File: config.mk
export PLATFORM = sky130hd
export DESIGN_NAME = udp_rx_buf_ctrl
export DESIGN_NICKNAME = d
export VERILOG_FILES = /design/src/rtl/udp_rx_pkg.sv /design/src/rtl/sat_cnt16.sv /design/src/rtl/udp_rx_buf_ctrl.sv
export SDC_FILE = /design/constraint.sdc
export NUM_CORES = 1
export LEC_CHECK = 0
export ABC_AREA = 1
export BUFFER_PORTS_ARGS = -buffer_cell sky130_fd_sc_hd__buf_2
export CAP_MARGIN = 5
export CORE_MARGIN = 1
export CORE_UTILIZATION = 45
export DETAILED_ROUTE_END_ITERATION = 10
export PLACE_DENSITY = 0.73
export SLEW_MARGIN = 20
export SYNTH_ARGS = -nofsm -noshare
export SYNTH_HDL_FRONTEND = slang
export SYNTH_SLANG_ARGS = --single-unit
File: constraint.sdc
create_clock -name clk -period 3.3 [get_ports clk]
set_input_delay 0.99 -clock clk [delete_from_list [all_inputs] [get_ports clk]]
set_output_delay 0.99 -clock clk [all_outputs]
set_load 0.005 [all_outputs]
File: src/rtl/udp_rx_pkg.sv
// Shared definitions for the UDP receive path: FSM encoding, header size
// and the board's default address/port.
package udp_rx_pkg;

  typedef enum logic [1:0] {
    IDLE = 2'd0,
    FILL = 2'd1,
    DROP = 2'd2
  } rxb_state_t;

  localparam int unsigned UDP_HDR_BYTES      = 8;
  localparam logic [31:0] DEFAULT_BOARD_IP   = 32'hC0A8_0002;
  localparam logic [15:0] DEFAULT_BOARD_PORT = 16'h1F90;

  // A UDP length shorter than the header yields a value with bit 16 set,
  // which any length limit check then rejects.
  function automatic logic [16:0] payload_bytes(input logic [15:0] udp_len);
    return {1'b0, udp_len} - 17'(UDP_HDR_BYTES);
  endfunction

endpackage

File: src/rtl/sat_cnt16.sv
// 16-bit event counter that holds at 16'hFFFF instead of wrapping.
module sat_cnt16 (
  input  logic        clk,
  input  logic        rst,
  input  logic        inc,
  output logic [15:0] cnt
);

  always_ff @(posedge clk) begin
    if (rst) begin
      cnt <= '0;
    end else if (inc && (cnt != '1)) begin
      cnt <= cnt + 16'd1;
    end
  end

endmodule

File: src/rtl/udp_rx_buf_ctrl.sv
// Ping-pong receive buffer controller: filters UDP frames by IP/port, writes
// accepted payload words into one of two RAM banks and hands them out in order.
module udp_rx_buf_ctrl
  import udp_rx_pkg::*;
#(
  parameter logic [31:0] BOARD_IP   = DEFAULT_BOARD_IP,
  parameter logic [15:0] BOARD_PORT = DEFAULT_BOARD_PORT,
  parameter int unsigned ADDR_W     = 9
) (
  input  logic              clk,
  input  logic              rst,
  input  logic              rx_word_valid,
  input  logic [31:0]       rx_word,
  input  logic              rx_frame_done,
  input  logic              rx_abort,
  input  logic [31:0]       rx_dst_ip,
  input  logic [15:0]       rx_dst_port,
  input  logic [15:0]       rx_udp_len,
  output logic              ram_we,
  output logic [ADDR_W:0]   ram_waddr,
  output logic [31:0]       ram_wdata,
  output logic              buf_valid,
  output logic              buf_bank,
  output logic [ADDR_W:0]   buf_words,
  output logic [15:0]       buf_bytes,
  input  logic              buf_release,
  output logic [15:0]       frame_cnt,
  output logic [15:0]       drop_cnt
);

  localparam logic [ADDR_W:0] DEPTH     = {1'b1, {ADDR_W{1'b0}}};
  localparam logic [ADDR_W:0] PTR_ONE   = (ADDR_W+1)'(1);
  localparam logic [16:0]     MAX_BYTES = 17'(4) << ADDR_W;

  rxb_state_t      state, state_nx;
  logic            wr_bank, rd_bank;
  logic [1:0]      full, full_nx;
  logic [ADDR_W:0] wr_ptr, wr_ptr_nx;
  logic [ADDR_W:0] words_q [2];
  logic [15:0]     bytes_q [2];

  logic            hdr_ok, release_ok, commit, drop;
  logic            we_nx;
  logic [ADDR_W:0] waddr_nx;
  logic [16:0]     payload_len;

  always_comb begin
    payload_len = payload_bytes(rx_udp_len);
    hdr_ok      = (rx_dst_ip == BOARD_IP) && (rx_dst_port == BOARD_PORT) &&
                  !full[wr_bank] && (payload_len <= MAX_BYTES);
    release_ok  = buf_release && full[rd_bank];
  end

  // A first word arriving together with done/abort is resolved in the same
  // cycle so that single-word frames never leave the FSM stranded in FILL.
  always_comb begin
    state_nx  = state;
    wr_ptr_nx = wr_ptr;
    we_nx     = 1'b0;
    waddr_nx  = {wr_bank, wr_ptr[ADDR_W-1:0]};
    commit    = 1'b0;
    drop      = 1'b0;
    unique case (state)
      IDLE: begin
        if (rx_word_valid) begin
          if (hdr_ok) begin
            we_nx     = 1'b1;
            waddr_nx  = {wr_bank, {ADDR_W{1'b0}}};
            wr_ptr_nx = PTR_ONE;
            if (rx_abort) begin
              drop      = 1'b1;
              wr_ptr_nx = '0;
            end else if (rx_frame_done) begin
              commit = 1'b1;
            end else begin
              state_nx = FILL;
            end
          end else if (rx_frame_done || rx_abort) begin
            drop = 1'b1;
          end else begin
            state_nx = DROP;
          end
        end
      end
      FILL: begin
        if (rx_abort) begin
          drop      = 1'b1;
          wr_ptr_nx = '0;
          state_nx  = IDLE;
        end else if (rx_word_valid && (wr_ptr == DEPTH)) begin
          wr_ptr_nx = '0;
          if (rx_frame_done) begin
            drop     = 1'b1;
            state_nx = IDLE;
          end else begin
            state_nx = DROP;
          end
        end else begin
          if (rx_word_valid) begin
            we_nx     = 1'b1;
            wr_ptr_nx = wr_ptr + PTR_ONE;
          end
          if (rx_frame_done) begin
            commit   = 1'b1;
            state_nx = IDLE;
          end
        end
      end
      DROP: begin
        if (rx_frame_done || rx_abort) begin
          drop     = 1'b1;
          state_nx = IDLE;
        end
      end
      default: state_nx = IDLE;
    endcase
  end

  // Commit and release always address different banks, so both may apply.
  always_comb begin
    full_nx = full;
    if (commit)     full_nx[wr_bank] = 1'b1;
    if (release_ok) full_nx[rd_bank] = 1'b0;
  end

  always_ff @(posedge clk) begin
    if (rst) begin
      state      <= IDLE;
      wr_bank    <= 1'b0;
      rd_bank    <= 1'b0;
      full       <= '0;
      wr_ptr     <= '0;
      words_q[0] <= '0;
      words_q[1] <= '0;
      bytes_q[0] <= '0;
      bytes_q[1] <= '0;
      ram_we     <= 1'b0;
      ram_waddr  <= '0;
      ram_wdata  <= '0;
    end else begin
      state  <= state_nx;
      wr_ptr <= commit ? '0 : wr_ptr_nx;
      full   <= full_nx;
      if (commit) begin
        words_q[wr_bank] <= wr_ptr_nx;
        bytes_q[wr_bank] <= payload_len[15:0];
        wr_bank          <= ~wr_bank;
      end
      if (release_ok) rd_bank <= ~rd_bank;
      ram_we <= we_nx;
      if (we_nx) begin
        ram_waddr <= waddr_nx;
        ram_wdata <= rx_word;
      end
    end
  end

  always_comb begin
    buf_valid = full[rd_bank];
    buf_bank  = rd_bank;
    buf_words = words_q[rd_bank];
    buf_bytes = bytes_q[rd_bank];
  end

  sat_cnt16 u_frame_cnt (
    .clk (clk),
    .rst (rst),
    .inc (commit),
    .cnt (frame_cnt)
  );

  sat_cnt16 u_drop_cnt (
    .clk (clk),
    .rst (rst),
    .inc (drop),
    .cnt (drop_cnt)
  );

endmodule

==> out/summary.txt, run 1 <==
Worst setup margin = 408 ps
Clk sink count = 144
Ys Warns = 0
CP max FO = 17
CP Class = primary input to register
Synth Area in Adders = 0.872%
CP Capture Type = register
TritonCTS Buffers = 17
Diodes inserted = 0
Final estimated routing congestion in global placement = 0.915
Max Freq = 346 MHz
Final setup viols = 0
Htree depth = 4
Post-synthesis mux area share = 4.08%
DR pass1 iterations = 5
Post-CTS Setup Inserts = 0
Vias in the first global route = 6,252
First-pass GRT wire length = 29,000 um
RSZ-0062 raised after global routing = no
PortBufs = 204
XOR/XNOR Fraction of Synth Area = 4.40%
Max transition margin = 46.2%
Combinational family with the most area after synthesis = simple AND/OR/NAND/NOR gates
Top_reg_cell synth = dfxtp_1
Initial Utilization = 46.7%
Area Overhead vs Synth = 26.9%
Post-route ant nets = 0
CTS tree = built
DP HPWL = 12,700 um
Largest net degree at the start of global routing = 35
Worst Skew = 8.68 ps
Syn_nets = 1,020
CTS root buf = clkbuf_16
Status = finished clean
# hold bufs at CTS = 0
Grt total ovfl = 0
Iter 0 DRT Violations = 332
Crit start category = primary input
Die X = 128 um
Synthesized flop and latch total = 144
Synth unique cells = 37
Share of layout cells above drive strength 1 = 26.6%
Leakage power = 0.00415 uW
Worst-Skew Late Latency = 410 ps
Place WS = -82.5 ps
Core Rows = 45
Final WL = 17,700 um
Pins Over Slew Limit = 0
Max Root-Sink Buffers = 2
Power Density = 455 nW/um2
Worst Tran Pin Value = 803 ps
Period utilization = 87.6%
Post-synth EDFFs = 52
Post-layout util = 59.2%
Final Hold Fails = 0
Die ar. = 16,400 um2
Mean area per synthesized cell = 7.85 um2
Crit path required time = 3650 ps
Synth async-reset ratio = 0%
Worst hold-check slack = 484 ps
Synth Area in Compound Gates = 7.43%
I/O pin cnt = 205
Via count = 6,617
Nets@finish = 1,224
Vias per std cell = 4.93
Wire per inst = 13.2 um
Syn Inst Count = 913
GRT Util Overall = 22.3%
Max Cap Violations = 0
DRC Markers = 0
Part of the Yosys area used for sequential elements = 47.5%
Worst-path clk slew = 60 ps
CORE AREA = 15,400 um2
Die Y = 128 um
Cell Area, Synth = 7170 um2
Initial antenna violation count = 1
Hold/Removal Path Class = register to register
Final Critical Period = 2890 ps
Max VDD drop = 339 uV
CP arrival = 3240 ps
Simple-Gate Fraction of Synth Area = 28.2%
## stage by stage
stage	total power, uW	instance area (um2)	std cells	setup TNS [ps]
detailed placement	2130	8460	1309	-997
finish	4140	9100	1341	0
floorplan	2020	7180	913	0
global route	4270	9100	1341	0
global placement	2130	8460	1309	-47.6
CTS	4180	9090	1341	0
## cell usage in the layout (no fill, tap or decap), types with 2 or more instances in the layout
master       n
nor2_4       3
inv_2        3
nand2_2      8
nand3_2      2
edfxtp_1    52
o21ai_0     50
o21ai_1      2
nor3_1      17
a21oi_1     44
dfxtp_1     92
buf_2      204
bufinv_16    4
ha_1         5
nor2_1     190
buf_12       4
o211a_1      4
buf_4       12
nand2_1    151
inv_1       95
clkbuf_16   17
inv_6        3
nand3_1     60
nand3b_1     2
nand4_1     23
xnor2_1     10
xor2_1      26
mux2_2      26
or2_2        3
clkinv_4     4
## final cells by class
| cell class | count | area [um2] |
|---|---|---|
| Fill cell | 1420 | 6270 |
| Sequential cell | 144 | 3400 |
| Tap cell | 211 | 264 |
| Inverter | 98 | 368 |
| Clock buffer | 18 | 429 |
| Clock inverter | 14 | 205 |
| Multi-Input combinational cell | 636 | 3240 |
| Timing Repair Buffer | 220 | 1190 |
## path summary, 6_finish.rpt
check | startpoint | end | slack, ps | cells past startpoint
worst max-delay path | rx_udp_len[3] | u_frame_cnt.cnt[1] | 410 | 15
worst min-delay path | u_drop_cnt.cnt[15] | u_drop_cnt.cnt[15] | 480 | 2
worst max register to register | state[1] | u_frame_cnt.cnt[1] | 740 | 10
worst min register to register | u_drop_cnt.cnt[15] | u_drop_cnt.cnt[15] | 480 | 2
## synthesized netlist by cell type, drive strengths merged (2+ instances only)
cell / n / area [um2]
clkbuf: 20 / 76.3
nand3: 63 / 330
o211a: 4 / 40.0
dfxtp: 92 / 1840
nor2: 194 / 753
nand4: 25 / 178
edfxtp: 52 / 1560
nand3b: 2 / 15.0
o21ai: 52 / 260
nor3: 17 / 85.1
xnor2: 10 / 87.6
xor2: 26 / 228
ha: 5 / 62.6
buf: 15 / 98.8
a21oi: 44 / 220
or2: 3 / 18.8
nand2: 159 / 612
inv: 98 / 368
mux2: 26 / 293
## what timing repair did
action | CTS | global route
gates resized for setup | 0 | 1
hold endpoints to repair | 0 | 0
endpoints found under the setup margin | 0 | 1
## cell families (layout without fill, tap and decap cells)
family / Yosys count / count (layout)
adder cells (fa/ha/maj): 5 / 5
buffers and inverters: 133 / 350
AND/OR/NAND/NOR: 467 / 467
multiplexers: 26 / 26
flip-flops: 144 / 144
XOR/XNOR: 36 / 36
AO/OA/AOI/OAI: 102 / 102
## critical path: stages
cell     delay (ps)
buf_2           120
inv_1            90
ha_1            260
nand3_1         130
nor2_1          120
xor2_1          200
nand2_1         110
nor2_4          180
nand3_2         110
nand2_2         140
buf_4           250
nand3_4         220
nand2_1         140
nand2_1          70
nor2_1          100
## report_power, final
group | switching (uW) | internal (uW)
logic | 127 | 95.3
registers | 10.5 | 1860
clock network | 764 | 1280
## sequential cells by signal, indices dropped and copies added (netlist names), named ones only
| name | flops |
|---|---|
| words_q | 20 |
| ram_wdata | 32 |
| u_frame_cnt.cnt | 16 |
| buf_bank | 1 |
| ram_waddr | 10 |
| state | 2 |
| wr_ptr | 10 |
| wr_bank | 1 |
| ram_we | 1 |
| u_drop_cnt.cnt | 16 |
| bytes_q | 32 |
| full | 2 |
## per-layer routing
layer	up-vias	track usage, %	share of wire (%)
met5	-	0	0.068
met4	2	7.13	1.4
met3	21	5.38	7.0
met2	218	37.6	46
met1	2999	28.0	45
li1	3377	-	-
Note: power is estimated with default switching activity, not from simulation.
==> run 2, diff against run 1 <==
--- a/config.mk
+++ b/config.mk
@@ -8,10 +8,13 @@
 export ABC_AREA = 1
 export BUFFER_PORTS_ARGS = -buffer_cell sky130_fd_sc_hd__buf_2
 export CAP_MARGIN = 5
+export CELL_PAD_IN_SITES_DETAIL_PLACEMENT = 1
+export CELL_PAD_IN_SITES_GLOBAL_PLACEMENT = 1
 export CORE_MARGIN = 1
-export CORE_UTILIZATION = 45
+export CORE_UTILIZATION = 34
+export CTS_CLUSTER_DIAMETER = 120
 export DETAILED_ROUTE_END_ITERATION = 10
-export PLACE_DENSITY = 0.73
+export PLACE_DENSITY_LB_ADDON = 0.1
 export SLEW_MARGIN = 20
 export SYNTH_ARGS = -nofsm -noshare
 export SYNTH_HDL_FRONTEND = slang
==> out/summary.txt, run 2 (synthesized netlist as in run 1, its figures left out) <==
CP max FO = 17
Worst reg2reg startpoint = state[0]
TritonCTS Buffers = 17
Slowest cell delay on critical path = 270 ps
CTS root buf = clkbuf_16
Post-CTS sizing = 0
Diodes inserted = 0
Path depth of the worst reg2reg path = 11
Sw power = 939 uW
Pins Over Slew Limit = 0
RSZ-0062 raised after global routing = no
CP Class = primary input to register
DP HPWL = 15,500 um
Leakage power = 0.00416 uW
Worst path top cell family by delay = simple AND/OR/NAND/NOR gates
CP Buf/Inv Count = 4
I/O pin cnt = 205
# hold bufs at CTS = 0
CTS tree = built
Slowest cell on the critical path = ha_1
Htree depth = 4
Max VDD drop = 298 uV
Flop pwr share = 46.6%
Worst Skew = 11.7 ps
Final estimated routing congestion in global placement = 0.821
Final Hold Fails = 0
Fill count = 2,567
Logic pwr share = 5.7%
Status = finished clean
Final WL = 21,000 um
Final setup viols = 0
Die ar. = 21,700 um2
PortBufs = 204
Die X = 147 um
Clock power frac = 47.7%
Post-CTS Setup Inserts = 0
Final Critical Period = 2990 ps
DRC Markers = 0
Wire per inst = 15.0 um
Largest net degree at the start of global routing = 43
Switching share of power = 23.4%
Nets@finish = 1,229
Post-route ant nets = 0
Max transition margin = 45.8%
Max Root-Sink Buffers = 2
Vias in the first global route = 6,946
Hold Crit Depth = 2
CP arrival = 3340 ps
Vias per std cell = 4.73
Hold/Removal Path Class = register to register
Iter 0 DRT Violations = 205
Cells along the critical path = buf_2, inv_1, ha_1, nand3_1, nor2_1, xor2_1, nand2_1, nor2_4, nand3_2, nand2_2, buf_4, nand3_2, buf_12, nand2_1, nand2_1, nor2_1
Area Overhead vs Synth = 28.0%
Worst hold-check slack = 486 ps
Worst-Skew Late Latency = 420 ps
Via count = 6,648
Setup tns final = 0 ps
Worst-path clk slew = 60 ps
Hold EP = u_drop_cnt.cnt[15]
Crit path required time = 3650 ps
Period utilization = 90.6%
Core Rows = 52
Worst Tran Pin Value = 810 ps
Initial antenna violation count = 0
Die Y = 147 um
Power Density = 438 nW/um2
Hold path start = u_drop_cnt.cnt[15]
Regs by FF count = bytes_q (32), ram_wdata (32), words_q (20)
CORE AREA = 20,400 um2
Worst R2R End = u_frame_cnt.cnt[0]
Crit start category = primary input
Max Freq = 335 MHz
Most used cell, CP = nand2_1
GRT Util Overall = 20.0%
CP Capture Type = register
Commonest non-fill, non-tap cells in the layout = 204 x buf_2, 190 x nor2_1, 151 x nand2_1
Reg-to-reg slack, setup = 770 ps
Grt total ovfl = 0
Clk sink count = 144
Initial Utilization = 35.1%
Int Pwr = 3080 uW
DR pass1 iterations = 4
Commonest non-fill, non-tap cell in the layout = buf_2
Max Cap Violations = 0
First-pass GRT wire length = 34,800 um
Share of layout cells above drive strength 1 = 27.0%
run 2: routing by layer:
layer  GRT usage, %  vias up  wire length [um]
li1               -     3387                 -
met1           24.9     3109              9640
met2           33.9      141              9970
met3           6.06       11              1280
met4           4.48        0               125
met5              0        -                 0
run 2: worst max-delay path by stage:
stage / start / cells after the start / slack (ps) / end
after floorplan: rx_udp_len[3] / 12 / 170 / bytes_q[1][0]
after CTS: rx_udp_len[3] / 16 / 310 / u_frame_cnt.cnt[0]
after global routing: rx_udp_len[5] / 15 / 90 / u_frame_cnt.cnt[0]
after detailed placement: rx_udp_len[5] / 14 / -8 / u_frame_cnt.cnt[3]
after global placement: rx_udp_len[5] / 14 / 30 / u_frame_cnt.cnt[1]
final: rx_udp_len[3] / 16 / 310 / u_frame_cnt.cnt[0]
run 2: area by class of cell:
type	count	area [um2]	share of cell area (%)
Sequential cell	144	3400	37.1
Clock inverter	15	156	1.70
Multi-Input combinational cell	636	3230	35.2
Tap cell	270	338	3.68
Timing Repair Buffer	225	1250	13.7
Inverter	98	368	4.01
Clock buffer	17	425	4.63
run 2: worst reg2reg max path: stages, from the launching register on:
cell and delay, ps:
dfxtp_1 320, nor2_1 630, inv_1 140, nor2_1 240, nand3_2 150, nand2_2 150
buf_4 260, nand3_2 140, buf_12 180, nand2_1 80, nand2_1 60, nor2_1 120
run 2: metrics by stage:
stage / cell area, um2 / utilization [%] / cells / setup slack, ps / total power, uW
2_1_floorplan: 7180 / - / 913 / 165 / 2020
3_3_place_gp: 8600 / 42.1 / 1373 / 28.7 / 2140
3_5_place_dp: 8600 / 42.1 / 1373 / -8.01 / 2140
4_1_cts: 9180 / 44.9 / 1405 / 313 / 4080
5_1_grt: 9180 / 44.9 / 1405 / 94.3 / 4170
6_report: 9180 / 44.9 / 1405 / 311 / 4020
run 2: power groups by stage:
stage | combinational, uW | clock (uW) | sequential [uW]
3_5_place_dp | 234 | 0 | 1910
6_report | 231 | 1920 | 1870
4_1_cts | 236 | 1980 | 1870
2_1_floorplan | 109 | 0 | 1910
3_3_place_gp | 231 | 0 | 1910
5_1_grt | 259 | 2040 | 1870
